### src/rtl/lsu_pkg.sv
// Shared definitions for the load/store unit: op encodings, FSM states,
// byte-lane mask constants and small op-classification helpers.
package lsu_pkg;

    typedef enum logic [2:0] {
        OP_LB  = 3'd0,
        OP_LH  = 3'd1,
        OP_LW  = 3'd2,
        OP_LBU = 3'd3,
        OP_LHU = 3'd4,
        OP_SB  = 3'd5,
        OP_SH  = 3'd6,
        OP_SW  = 3'd7
    } lsu_op_e;

    typedef enum logic [2:0] {
        S_IDLE,
        S_LOAD,
        S_STORE,
        S_RMW_RD,
        S_RMW_WR,
        S_RESP
    } lsu_state_e;

    localparam logic [3:0] MASK_B = 4'b0001;
    localparam logic [3:0] MASK_H = 4'b0011;
    localparam logic [3:0] MASK_W = 4'b1111;

    function automatic logic is_store(input logic [2:0] op);
        return (op == OP_SB) || (op == OP_SH) || (op == OP_SW);
    endfunction

endpackage

### src/rtl/lsu_align.sv
// Combinational datapath: load extraction/extension, store-word merge for
// read-modify-write, and the address-alignment check.
module lsu_align
    import lsu_pkg::*;
(
    input  logic [2:0]  op,
    input  logic [1:0]  offset,
    input  logic [31:0] raw_word,
    input  logic [31:0] store_data,
    output logic [31:0] load_value,
    output logic [31:0] merged_word,
    output logic        misaligned
);

    logic [7:0]  ld_byte;
    logic [15:0] ld_half;

    always_comb begin
        ld_byte = raw_word[7:0];
        case (offset)
            2'd1:    ld_byte = raw_word[15:8];
            2'd2:    ld_byte = raw_word[23:16];
            2'd3:    ld_byte = raw_word[31:24];
            default: ld_byte = raw_word[7:0];
        endcase
        ld_half = offset[1] ? raw_word[31:16] : raw_word[15:0];
    end

    // Non-store ops leave merged_word as the plain store data so the whole
    // store operand is consumed; only SB/SH splice into the fetched word.
    always_comb begin
        load_value  = '0;
        merged_word = store_data;
        case (op)
            OP_LB:  load_value = {{24{ld_byte[7]}}, ld_byte};
            OP_LBU: load_value = {24'h0, ld_byte};
            OP_LH:  load_value = {{16{ld_half[15]}}, ld_half};
            OP_LHU: load_value = {16'h0, ld_half};
            OP_LW:  load_value = raw_word;
            OP_SB: begin
                merged_word = raw_word;
                merged_word[{offset, 3'b000} +: 8] = store_data[7:0];
            end
            OP_SH: begin
                merged_word = raw_word;
                merged_word[{offset[1], 4'b0000} +: 16] = store_data[15:0];
            end
            default: begin
                load_value  = '0;
                merged_word = store_data;
            end
        endcase
    end

    always_comb begin
        misaligned = 1'b0;
        case (op)
            OP_LH, OP_LHU, OP_SH: misaligned = offset[0];
            OP_LW, OP_SW:         misaligned = |offset;
            default:              misaligned = 1'b0;
        endcase
    end

endmodule

### src/rtl/load_store_unit.sv
// Single-outstanding load/store initiator for the data memory; sub-word
// stores at a non-zero offset are performed as an atomic read-modify-write.
module load_store_unit
    import lsu_pkg::*;
(
    input  logic        clk,
    input  logic        rst,
    input  logic        req_valid,
    output logic        req_ready,
    input  logic [2:0]  req_op,
    input  logic [31:0] req_addr,
    input  logic [31:0] req_wdata,
    input  logic [4:0]  req_rd,
    output logic        resp_valid,
    output logic        resp_wen,
    output logic [31:0] resp_data,
    output logic [4:0]  resp_rd,
    output logic        resp_err,
    output logic        mem_ce,
    output logic        mem_we,
    output logic        mem_rr,
    output logic [31:0] mem_addr,
    output logic [31:0] mem_wdata,
    output logic [3:0]  mem_w_mask,
    output logic [3:0]  mem_r_mask,
    input  logic [31:0] mem_rdata
);

    lsu_state_e  state;
    lsu_state_e  state_next;
    logic [2:0]  op_q;
    logic [31:0] addr_q;
    logic [31:0] wdata_q;
    logic [31:0] word_q;
    logic [4:0]  rd_q;
    logic        err_q;

    logic        accept;
    logic [2:0]  align_op;
    logic [1:0]  align_off;
    logic [31:0] load_value;
    logic [31:0] merged_word;
    logic        misaligned;

    assign accept = (state == S_IDLE) && req_valid;

    // In IDLE the aligner checks the incoming request; afterwards it works on
    // the latched request so load extraction and merging see stable operands.
    assign align_op  = (state == S_IDLE) ? req_op : op_q;
    assign align_off = (state == S_IDLE) ? req_addr[1:0] : addr_q[1:0];

    lsu_align u_align (
        .op          (align_op),
        .offset      (align_off),
        .raw_word    (word_q),
        .store_data  (wdata_q),
        .load_value  (load_value),
        .merged_word (merged_word),
        .misaligned  (misaligned)
    );

    always_ff @(posedge clk or posedge rst) begin
        if (rst) begin
            state <= S_IDLE;
        end else begin
            state <= state_next;
        end
    end

    always_ff @(posedge clk or posedge rst) begin
        if (rst) begin
            op_q    <= '0;
            addr_q  <= '0;
            wdata_q <= '0;
            word_q  <= '0;
            rd_q    <= '0;
            err_q   <= 1'b0;
        end else begin
            if (accept) begin
                op_q    <= req_op;
                addr_q  <= req_addr;
                wdata_q <= req_wdata;
                rd_q    <= req_rd;
                err_q   <= misaligned;
            end
            if ((state == S_LOAD) || (state == S_RMW_RD)) begin
                word_q <= mem_rdata;
            end
        end
    end

    always_comb begin
        state_next = state;
        case (state)
            S_IDLE: begin
                if (req_valid) begin
                    if (misaligned) begin
                        state_next = S_RESP;
                    end else if (!is_store(req_op)) begin
                        state_next = S_LOAD;
                    end else if ((req_op == OP_SW) || (req_addr[1:0] == 2'b00)) begin
                        state_next = S_STORE;
                    end else begin
                        state_next = S_RMW_RD;
                    end
                end
            end
            S_LOAD:   state_next = S_RESP;
            S_STORE:  state_next = S_RESP;
            S_RMW_RD: state_next = S_RMW_WR;
            S_RMW_WR: state_next = S_RESP;
            S_RESP:   state_next = S_IDLE;
            default:  state_next = S_IDLE;
        endcase
    end

    assign mem_addr = {addr_q[31:2], 2'b00};

    always_comb begin
        req_ready  = (state == S_IDLE);
        resp_valid = 1'b0;
        resp_wen   = 1'b0;
        resp_data  = '0;
        resp_rd    = '0;
        resp_err   = 1'b0;
        mem_ce     = 1'b0;
        mem_we     = 1'b0;
        mem_rr     = 1'b0;
        mem_wdata  = '0;
        mem_w_mask = '0;
        mem_r_mask = '0;
        case (state)
            S_LOAD, S_RMW_RD: begin
                mem_ce     = 1'b1;
                mem_rr     = 1'b1;
                mem_r_mask = MASK_W;
            end
            S_STORE: begin
                mem_ce    = 1'b1;
                mem_we    = 1'b1;
                mem_wdata = wdata_q;
                case (op_q)
                    OP_SB:   mem_w_mask = MASK_B;
                    OP_SH:   mem_w_mask = MASK_H;
                    default: mem_w_mask = MASK_W;
                endcase
            end
            S_RMW_WR: begin
                mem_ce     = 1'b1;
                mem_we     = 1'b1;
                mem_wdata  = merged_word;
                mem_w_mask = MASK_W;
            end
            S_RESP: begin
                resp_valid = 1'b1;
                resp_rd    = rd_q;
                resp_err   = err_q;
                resp_wen   = !err_q && !is_store(op_q);
                resp_data  = resp_wen ? load_value : 32'h0;
            end
            default: begin
                req_ready = (state == S_IDLE);
            end
        endcase
    end

endmodule

### config.mk
export PLATFORM = sky130hd
export DESIGN_NAME = load_store_unit
export DESIGN_NICKNAME = d
export VERILOG_FILES = /design/src/rtl/lsu_pkg.sv /design/src/rtl/lsu_align.sv /design/src/rtl/load_store_unit.sv
export SDC_FILE = /design/constraint.sdc
export NUM_CORES = 1
export LEC_CHECK = 0
export BUFFER_PORTS_ARGS = -buffer_cell sky130_fd_sc_hd__buf_2
export CAP_MARGIN = 0
export CORE_ASPECT_RATIO = 1.75
export CORE_MARGIN = 5
export CORE_UTILIZATION = 30
export DETAILED_ROUTE_END_ITERATION = 8
export PLACE_DENSITY_LB_ADDON = 0.05
export SYNTH_ARGS = -nofsm -noshare
export SYNTH_HDL_FRONTEND = slang
export SYNTH_HIERARCHICAL = 1
export SYNTH_SLANG_ARGS = --single-unit
### constraint.sdc
create_clock -name clk -period 10.3 [get_ports clk]
set_clock_uncertainty 0.1 [all_clocks]
set_input_delay 2.06 -clock clk [delete_from_list [all_inputs] [get_ports clk]]
set_output_delay 2.06 -clock clk [all_outputs]
set_load 0.03 [all_outputs]
==> results.json, run 1 <==
{
  "io_pins": 223,
  "synth.distinct_cells": 74,
  "power_frac_comb_pct": 63.8,
  "ys_dominant_reg_cell": "dfrtp_1",
  "power.clock.fraction_pct": 9.8,
  "start_kind": "input pin",
  "worstReg2RegStart": "state[0]$_DFFE_PP0P_",
  "worst-setup-path-type": "in -> out",
  "syn2layout_area_growth_pct": 15.9,
  "avgSynthCellArea_um2": 10.8,
  "grtUsageTotal_pct": 17.8,
  "cts_sinks": 108,
  "synthMostInstantiatedCell": "dfrtp_1",
  "multi_input_area_um2": 4050,
  "tightest_slew_ns": 1.06,
  "reg2reg_to": "state[0]$_DFFE_PP0P_",
  "dp_hpwl_mm": 19.4,
  "min_path_type": "reg -> reg",
  "dr_wl_met3_mm": 2.02,
  "post_drt_wl_per_cell_um": 22.2,
  "die_x_um": 129,
  "crit_path_max_fanout": 35,
  "fin_crit_ns": 7.22,
  "layout-drive-gt1-share_pct": 41.2,
  "cap_viol_max_count": 0,
  "synth_edf_count": 0,
  "crit_path_end_kind": "output pin",
  "cts_hold_buf": 0,
  "drt-pass1-iter-count": 7,
  "netlist_area_um2": 7490,
  "grt_pass1_vias": 6242,
  "p_int_mw": 1.74,
  "ys_async_sr_fraction_pct": 100,
  "ys_top_cells_by_area": "dfrtp_1 36%, mux2_2 12%, mux2_1 7.1%, a22o_1 4.7%, buf_4 4.1%",
  "worst_ir_drop_vdd_mv": 0.147,
  "avgViaCountPerCell": 5.39,
  "h-tree-depth": 3,
  "start_util_pct": 30.4,
  "clock_path_buffers": 2,
  "r2r_setup_slack_ns": 6.24,
  "p_seq_share_pct": 26.4,
  "fin_nets": 947,
  "grt-ovfl-total": 0,
  "regArea_um2": 2700,
  "setup-tns-final_ns": 0,
  "p_total_mw": 3.60,
  "p_switching_mw": 1.86,
  "drt_iter0_markers": 396,
  "synth_top_cell_by_area": "dfrtp_1",
  "tritoncts": "built",
  "wl_met1_mm": 9.29,
  "fmax_ghz": 0.139,
  "maxSlewViolCount": 0,
  "numPortBuffers": 220,
  "finalHoldViolations": 0,
  "netlist_top_cells_count": "108 x dfrtp_1, 79 x mux2_2, 47 x mux2_1",
  "root_buffer": "clkbuf_16",
  "yosys_warnings": 6,
  "synth_cells": 693,
  "synth_seq_cells": 108,
  "clock_latency_ns": 0.36,
  "dpl-instance-area_um2": 8380,
  "critical_path_arrival_ns": 5.06,
  "maxUsedRoutingLayer": "met4",
  "gp_congestion": 0.866,
  "leakage_nw": 4.05,
  "worstPathRequired_ns": 8.14,
  "slew_headroom_pct": 29.0,
  "cts_buffers": 9,
  "cellPowerDensity_nw_per_um2": 415,
  "hold_path_depth": 1,
  "post-cts-setup-buffers": 0,
  "path_clk_slew_ns": 0.07,
  "setup_viol": 0,
  "finalCritPeriodShare_pct": 70.1,
  "ant_nets": 0,
  "seq_area_frac_synth_pct": 36.1,
  "core_um2": 24600,
  "reg2regPathDepth": 9,
  "dieArea_um2": 28300,
  "fillers": 2536,
  "yosysTopAreaCellShare_pct": 36.1,
  "antenna_found_initial": 0,
  "post_cts_resized": 0,
  "min_from": "addr_q[1]$_DFFE_PP0P_",
  "grt_max_degree": 69,
  "die_h_um": 219,
  "antenna_cells": 0,
  "drc_errors": 0,
  "switching_share_pct": 51.7,
  "via_count": 6207,
  "num_rows": 76,
  "met2_length_mm": 13.3,
  "drt_wl_total_mm": 25.6,
  "outcome": "finished, final reports clean",
  "rsz0062_at_grt": "no",
  "grt_first_pass_wirelength_mm": 38.4,
  "min_to": "addr_q[1]$_DFFE_PP0P_",
  "fin_area_um2": 8680
}
registers in the layout, summed over array words and instances, names as in the netlist:
signal,flops
addr_q,32
wdata_q,32
word_q,32
rd_q,5
op_q,3
state,3
err_q,1
worst max-delay path by stage:
stage                 from       endpoint
2_1_floorplan  req_addr[1]  resp_data[10]
3_3_place_gp   req_addr[1]   resp_data[8]
3_5_place_dp   req_addr[1]  resp_data[10]
4_1_cts        req_addr[1]  resp_data[10]
5_1_grt        req_addr[1]  resp_data[10]
6_report       req_addr[1]  resp_data[10]
final cells by class:
type | count | share of cell area, %
clock buffers | 9 | 2.60
clock inverters | 7 | 0.851
inverters | 23 | 1.02
multi-input cells | 467 | 46.7
flip-flops and latches | 108 | 31.1
well taps | 312 | 4.50
repair buffers | 226 | 13.2
logic make-up after synthesis:
family	after synthesis	synth area share (%)
compound gates	169	18.7
fa+ha+maj	13	1.90
mux	134	20.0
xor+xnor	2	0.334
flops	108	36.1
buf+inv	119	10.2
other cells	1	0.0501
simple gates	147	12.7
through the flow:
step	hold slack [ns]	worst slack, ns	utilization (%)	instances
after CTS	0.389	3.11	35.2	1152
after floorplan	0.354	4.02	-	694
after detailed placement	0.372	3.12	34.0	1136
after global routing	0.407	2.85	35.2	1152
final	0.384	3.08	35.2	1152
after global placement	0.363	3.21	34.0	1136
cells in the final DEF (no fill, tap or decap), types with 3 or more instances in the layout:
cell,count
buf_2,220
nand3b_1,3
buf_4,6
a222oi_1,8
a221o_1,28
mux2_1,47
nor2_1,4
nand2b_1,7
mux2_2,79
o32ai_1,5
a22oi_1,22
ha_1,5
inv_1,20
clkbuf_16,9
o221ai_1,8
o22ai_1,5
o21ai_0,15
dfrtp_1,108
nor3_1,16
a31oi_1,3
and2_1,41
o211ai_1,4
a21oi_1,11
nor2b_1,9
nand2_1,35
a221oi_1,3
maj3_1,8
nor3b_4,3
mux2i_1,8
a22o_1,40
power groups by stage:
stage / clock (mW) / combinational (mW) / sequential (mW)
after CTS: 0.372 / 2.31 / 0.953
final: 0.354 / 2.30 / 0.950
after floorplan: 0 / 1.96 / 0.787
after global routing: 0.385 / 2.48 / 0.981
after global placement: 0 / 2.28 / 0.957
after detailed placement: 0 / 2.30 / 0.960
critical path: stages:
cell and delay [ns]:
buf_2 0.10, mux2_2 0.79, inv_1 0.22, ha_1 0.41, a222oi_1 0.58, a211oi_2 0.26
a221o_1 0.32, and2_1 0.14, buf_2 0.17
per-layer routing:
metal / global-route usage (%) / up-vias
met5: 0 / -
met3: 4.31 / 35
met2: 31.4 / 316
li1: - / 2857
met4: 8.01 / 0
met1: 20.2 / 2999
(Power assumes the default switching activity.)
==> run 2: changes to the inputs <==
- clock period: 10.3 -> 6.55 ns (I/O delays scaled with it)
==> results.json, run 2 (synthesis gave the netlist of run 1 again) <==
{
  "post-place-ws_ns": 0.827,
  "worstPathRequired_ns": 5.14,
  "die_x_um": 129,
  "root_buffer": "clkbuf_16",
  "drt_iter0_markers": 379,
  "io_pins": 223,
  "antenna_found_initial": 0,
  "cap_viol_max_count": 0,
  "fillers": 2579,
  "numPortBuffers": 220,
  "drt_wl_total_mm": 25.6,
  "tightest_slew_ns": 1.06,
  "cellPowerDensity_nw_per_um2": 651,
  "grt_first_pass_wirelength_mm": 38.9,
  "grtUsageTotal_pct": 18.0,
  "worst-setup-path-type": "in -> out",
  "outcome": "finished, final reports clean",
  "num_rows": 76,
  "post-cts-setup-buffers": 0,
  "drt-pass1-iter-count": 5,
  "setup-tns-final_ns": 0,
  "drc_errors": 0,
  "tritoncts": "built",
  "path_clk_slew_ns": 0.07,
  "crit_path_max_fanout": 35,
  "start_kind": "input pin",
  "final_common_cell": "buf_2",
  "dieArea_um2": 28300,
  "worst_ir_drop_vdd_mv": 0.294,
  "top_usage_layer": "met2",
  "cts_sinks": 108,
  "post_cts_resized": 0,
  "final_cell_mix": "220 x buf_2, 108 x dfrtp_1, 79 x mux2_2, 47 x mux2_1, 41 x and2_1",
  "die_h_um": 219,
  "maxSlewViolCount": 0,
  "use_met1_pct": 20.8,
  "regArea_um2": 2700,
  "fmax_ghz": 0.174,
  "cts_hold_buf": 0,
  "avgViaCountPerCell": 5.36,
  "grtUsageMet2_pct": 32.0,
  "grt-ovfl-total": 0,
  "layout-drive-gt1-share_pct": 40.9,
  "finalCritPeriodShare_pct": 87.8,
  "cts_buffers": 9,
  "dp_hpwl_mm": 19.5,
  "syn2layout_area_growth_pct": 15.8,
  "ant_nets": 0,
  "min_path_type": "reg -> reg",
  "post_drt_wl_per_cell_um": 22.2,
  "gp_congestion": 0.866,
  "hold_ws_ns": 0.381,
  "grt_pass1_vias": 6213,
  "slew_headroom_pct": 29.3,
  "fin_crit_ns": 5.75,
  "fin_nets": 948,
  "grt_use_met3_pct": 3.90,
  "critical_path_arrival_ns": 4.34,
  "start_util_pct": 30.4,
  "crit_path_end_kind": "output pin",
  "h-tree-depth": 3,
  "finalHoldViolations": 0,
  "setup_viol": 0,
  "leakage_nw": 4.04,
  "core_um2": 24600,
  "top_regs": "addr_q x32, wdata_q x32, word_q x32",
  "rsz0062_at_grt": "no",
  "grt_max_degree": 69,
  "antenna_cells": 0,
  "fin_area_um2": 8670,
  "dpl-instance-area_um2": 8390,
  "p_total_mw": 5.64,
  "worst_slack_ns": 0.797,
  "clock_latency_ns": 0.35,
  "clock_path_buffers": 2,
  "via_count": 6176,
  "multi_input_area_um2": 4050
}
-- run 2: changes by cell type in the layout (fill, tap and decap cells not counted), sizes merged --
cell | previous run | this run
clkbuf | 9 | 12
clkinv | 4 | 2
inv | 24 | 22
buf | 226 | 227
clkinvlp | 1 | 2
-- run 2: layout make-up --
type                    instances  share of cell area (%)
clock buffers                  12                    2.73
inverters                      23                    1.02
well taps                     312                    4.50
repair buffers                227                    13.3
clock inverters                 4                   0.577
multi-input cells             467                    46.7
flip-flops and latches        108                    31.2
-- run 2: worst paths after layout --
| path | from | end | slack [ns] | depth (start not counted) |
|---|---|---|---|---|
| min | addr_q[1]$_DFFE_PP0P_ | addr_q[1]$_DFFE_PP0P_ | 0.38 | 1 |
| min reg2reg | addr_q[1]$_DFFE_PP0P_ | addr_q[1]$_DFFE_PP0P_ | 0.38 | 1 |
| min in group asynchronous | rst | addr_q[19]$_DFFE_PP0P_ | 0.89 | 2 |
| max reg2reg | state[0]$_DFFE_PP0P_ | state[0]$_DFFE_PP0P_ | 2.79 | 10 |
| max | req_addr[1] | resp_data[8] | 0.80 | 9 |
| max in group asynchronous | rst | wdata_q[0]$_DFFE_PP0P_ | 4.14 | 3 |
-- run 2: per-stage QoR --
step / std cells / utilization, %
2_1_floorplan: 694 / -
3_5_place_dp: 1137 / 34.0
6_report: 1153 / 35.2
5_1_grt: 1153 / 35.2
3_3_place_gp: 1137 / 34.0
4_1_cts: 1153 / 35.2
-- run 2: critical path, stage by stage --
cell	delay, ns
buf_2	0.10
mux2_2	0.79
inv_1	0.21
ha_1	0.41
a222oi_1	0.61
a211oi_2	0.26
a221o_1	0.31
and2_1	0.14
buf_2	0.17
-- run 2: routing by layer --
| layer | part of all wire (%) | wire length (um) |
|---|---|---|
| met5 | 0 | 0 |
| met3 | 6.6 | 1680 |
| met2 | 52 | 13400 |
| met4 | 3.4 | 866 |
| met1 | 38 | 9690 |
-- run 2: power by group --
| part | leakage (nW) | internal [mW] | switching [mW] |
|---|---|---|---|
| clock | 0.133 | 0.297 | 0.243 |
| sequential | 1.28 | 1.01 | 0.499 |
| combinational | 2.63 | 1.43 | 2.17 |
| total | 4.04 | 2.73 | 2.91 |
==> run 3: changes to the inputs <==
- BUFFER_PORTS_ARGS: -buffer_cell sky130_fd_sc_hd__buf_2 -> -buffer_cell sky130_fd_sc_hd__clkbuf_2
==> results.json, run 3 (synthesis gave the netlist of run 1 again) <==
{
  "via_count": 6252,
  "setup_viol": 0,
  "drt_wl_total_mm": 26.0,
  "cts_sinks": 108,
  "drt_iter0_markers": 434,
  "worstPathRequired_ns": 5.14,
  "p_seq_share_pct": 26.5,
  "gp_congestion": 0.873,
  "fin_nets": 949,
  "crit_chain": "clkbuf_2, mux2_2, inv_1, ha_1, inv_1, a211oi_2, a221o_1, and2_1, clkbuf_2",
  "worst-setup-path-type": "in -> out",
  "final_cells": 1154,
  "min_path_type": "reg -> reg",
  "antenna_cells": 0,
  "cap_viol_max_count": 0,
  "p_int_mw": 2.73,
  "num_rows": 76,
  "start_kind": "input pin",
  "grt-ovfl-total": 0,
  "path_clk_slew_ns": 0.07,
  "setup-tns-final_ns": 0,
  "die_h_um": 219,
  "tritoncts": "built",
  "outcome": "finished, final reports clean",
  "post_cts_resized": 0,
  "power.clock.fraction_pct": 9.6,
  "crit_path_max_fanout": 25,
  "ant_nets": 0,
  "h-tree-depth": 3,
  "maxSlewViolCount": 0,
  "post_drt_wl_per_cell_um": 22.5,
  "worst_ir_drop_vdd_mv": 0.274,
  "finalHoldViolations": 0,
  "cellPowerDensity_nw_per_um2": 654,
  "root_buffer": "clkbuf_16",
  "crit_path_end_kind": "output pin",
  "power_frac_comb_pct": 63.9,
  "io_pins": 223,
  "grt_pass1_vias": 6376,
  "critical_path_arrival_ns": 3.90,
  "leakage_nw": 4.01,
  "final_cell_mix": "220 x clkbuf_2, 108 x dfrtp_1, 79 x mux2_2, 47 x mux2_1, 41 x and2_1",
  "grtUsageTotal_pct": 18.2,
  "final_common_cell": "clkbuf_2",
  "reg2regPathDepth": 10,
  "fin_crit_ns": 5.31,
  "placed_cells": 1138,
  "dieArea_um2": 28300,
  "dp_hpwl_mm": 19.6,
  "rsz0062_at_grt": "no",
  "fmax_ghz": 0.188,
  "finalCritPeriodShare_pct": 81.0,
  "clock_path_buffers": 2,
  "syn2layout_area_growth_pct": 15.9,
  "switching_share_pct": 51.9,
  "antenna_found_initial": 0,
  "slowest_stage": "ha_1",
  "slew_headroom_pct": 27.1,
  "p_switching_mw": 2.94,
  "grt_first_pass_wirelength_mm": 39.2,
  "tightest_slew_ns": 1.09,
  "start_util_pct": 30.4,
  "grt_max_degree": 66,
  "clock_latency_ns": 0.36,
  "core_um2": 24600,
  "drc_errors": 0,
  "fillers": 2536,
  "hold_path_depth": 1,
  "layout-drive-gt1-share_pct": 41.0,
  "die_x_um": 129,
  "p_total_mw": 5.67,
  "drt-pass1-iter-count": 6,
  "slowest_delay_ns": 0.62,
  "avgViaCountPerCell": 5.42,
  "cts_hold_buf": 0,
  "numPortBuffers": 220,
  "top_regs": "addr_q x32, wdata_q x32, word_q x32",
  "cts_buffers": 9,
  "hold_ws_ns": 0.389,
  "post-cts-setup-buffers": 0,
  "fin_util_pct": 35.2
}
[run 3: path summary, 6_finish.rpt]
| check | from | to | slack, ns |
|---|---|---|---|
| max reg2reg | state[0]$_DFFE_PP0P_ | state[1]$_DFFE_PP0P_ | 3.07 |
| min | addr_q[0]$_DFFE_PP0P_ | addr_q[0]$_DFFE_PP0P_ | 0.39 |
| max in group asynchronous | rst | op_q[1]$_DFFE_PP0P_ | 4.23 |
| min reg2reg | addr_q[0]$_DFFE_PP0P_ | addr_q[0]$_DFFE_PP0P_ | 0.39 |
| max | req_addr[1] | resp_data[11] | 1.24 |
| min in group asynchronous | rst | addr_q[22]$_DFFE_PP0P_ | 1.00 |
[run 3: layout make-up]
cell class	count	area [um2]	area share, %
Multi-Input combinational cell	467	4050	46.7
Sequential cell	108	2700	31.1
Timing Repair Buffer	228	1160	13.4
Tap cell	312	390	4.50
Clock buffer	12	236	2.72
Inverter	23	88.8	1.02
Clock inverter	4	50.0	0.577
[run 3: layer usage]
layer	part of all wire, %	global-route usage (%)	vias to the layer above	wire length [um]
li1	-	-	2861	-
met3	6.3	3.75	45	1640
met4	3.6	7.18	0	930
met2	52	32.7	265	13600
met1	38	20.8	3081	9840
met5	0	0	-	0
[run 3: stage by stage]
step | cell area [um2] | setup WS (ns)
3_3_place_gp | 8390 | 1.38
3_5_place_dp | 8390 | 1.27
4_1_cts | 8680 | 1.21
2_1_floorplan | 7490 | 1.69
5_1_grt | 8680 | 0.953
6_report | 8680 | 1.24
[run 3: worst max-delay path: cells and delay by family]
kind            cells  cell delay [ns]
compound gates      2             0.72
simple gates        1             0.14
fa+ha+maj           1             0.62
buf+inv             4             0.69
mux                 1             0.41
[run 3: power groups by stage]
stage          Clock [mW]  Sequential, mW  Combinational [mW]
6_report            0.544            1.50                3.63
4_1_cts             0.570            1.51                3.65
3_5_place_dp            0            1.52                3.63
3_3_place_gp            0            1.51                3.61
2_1_floorplan           0            1.24                3.08
5_1_grt             0.589            1.55                3.92
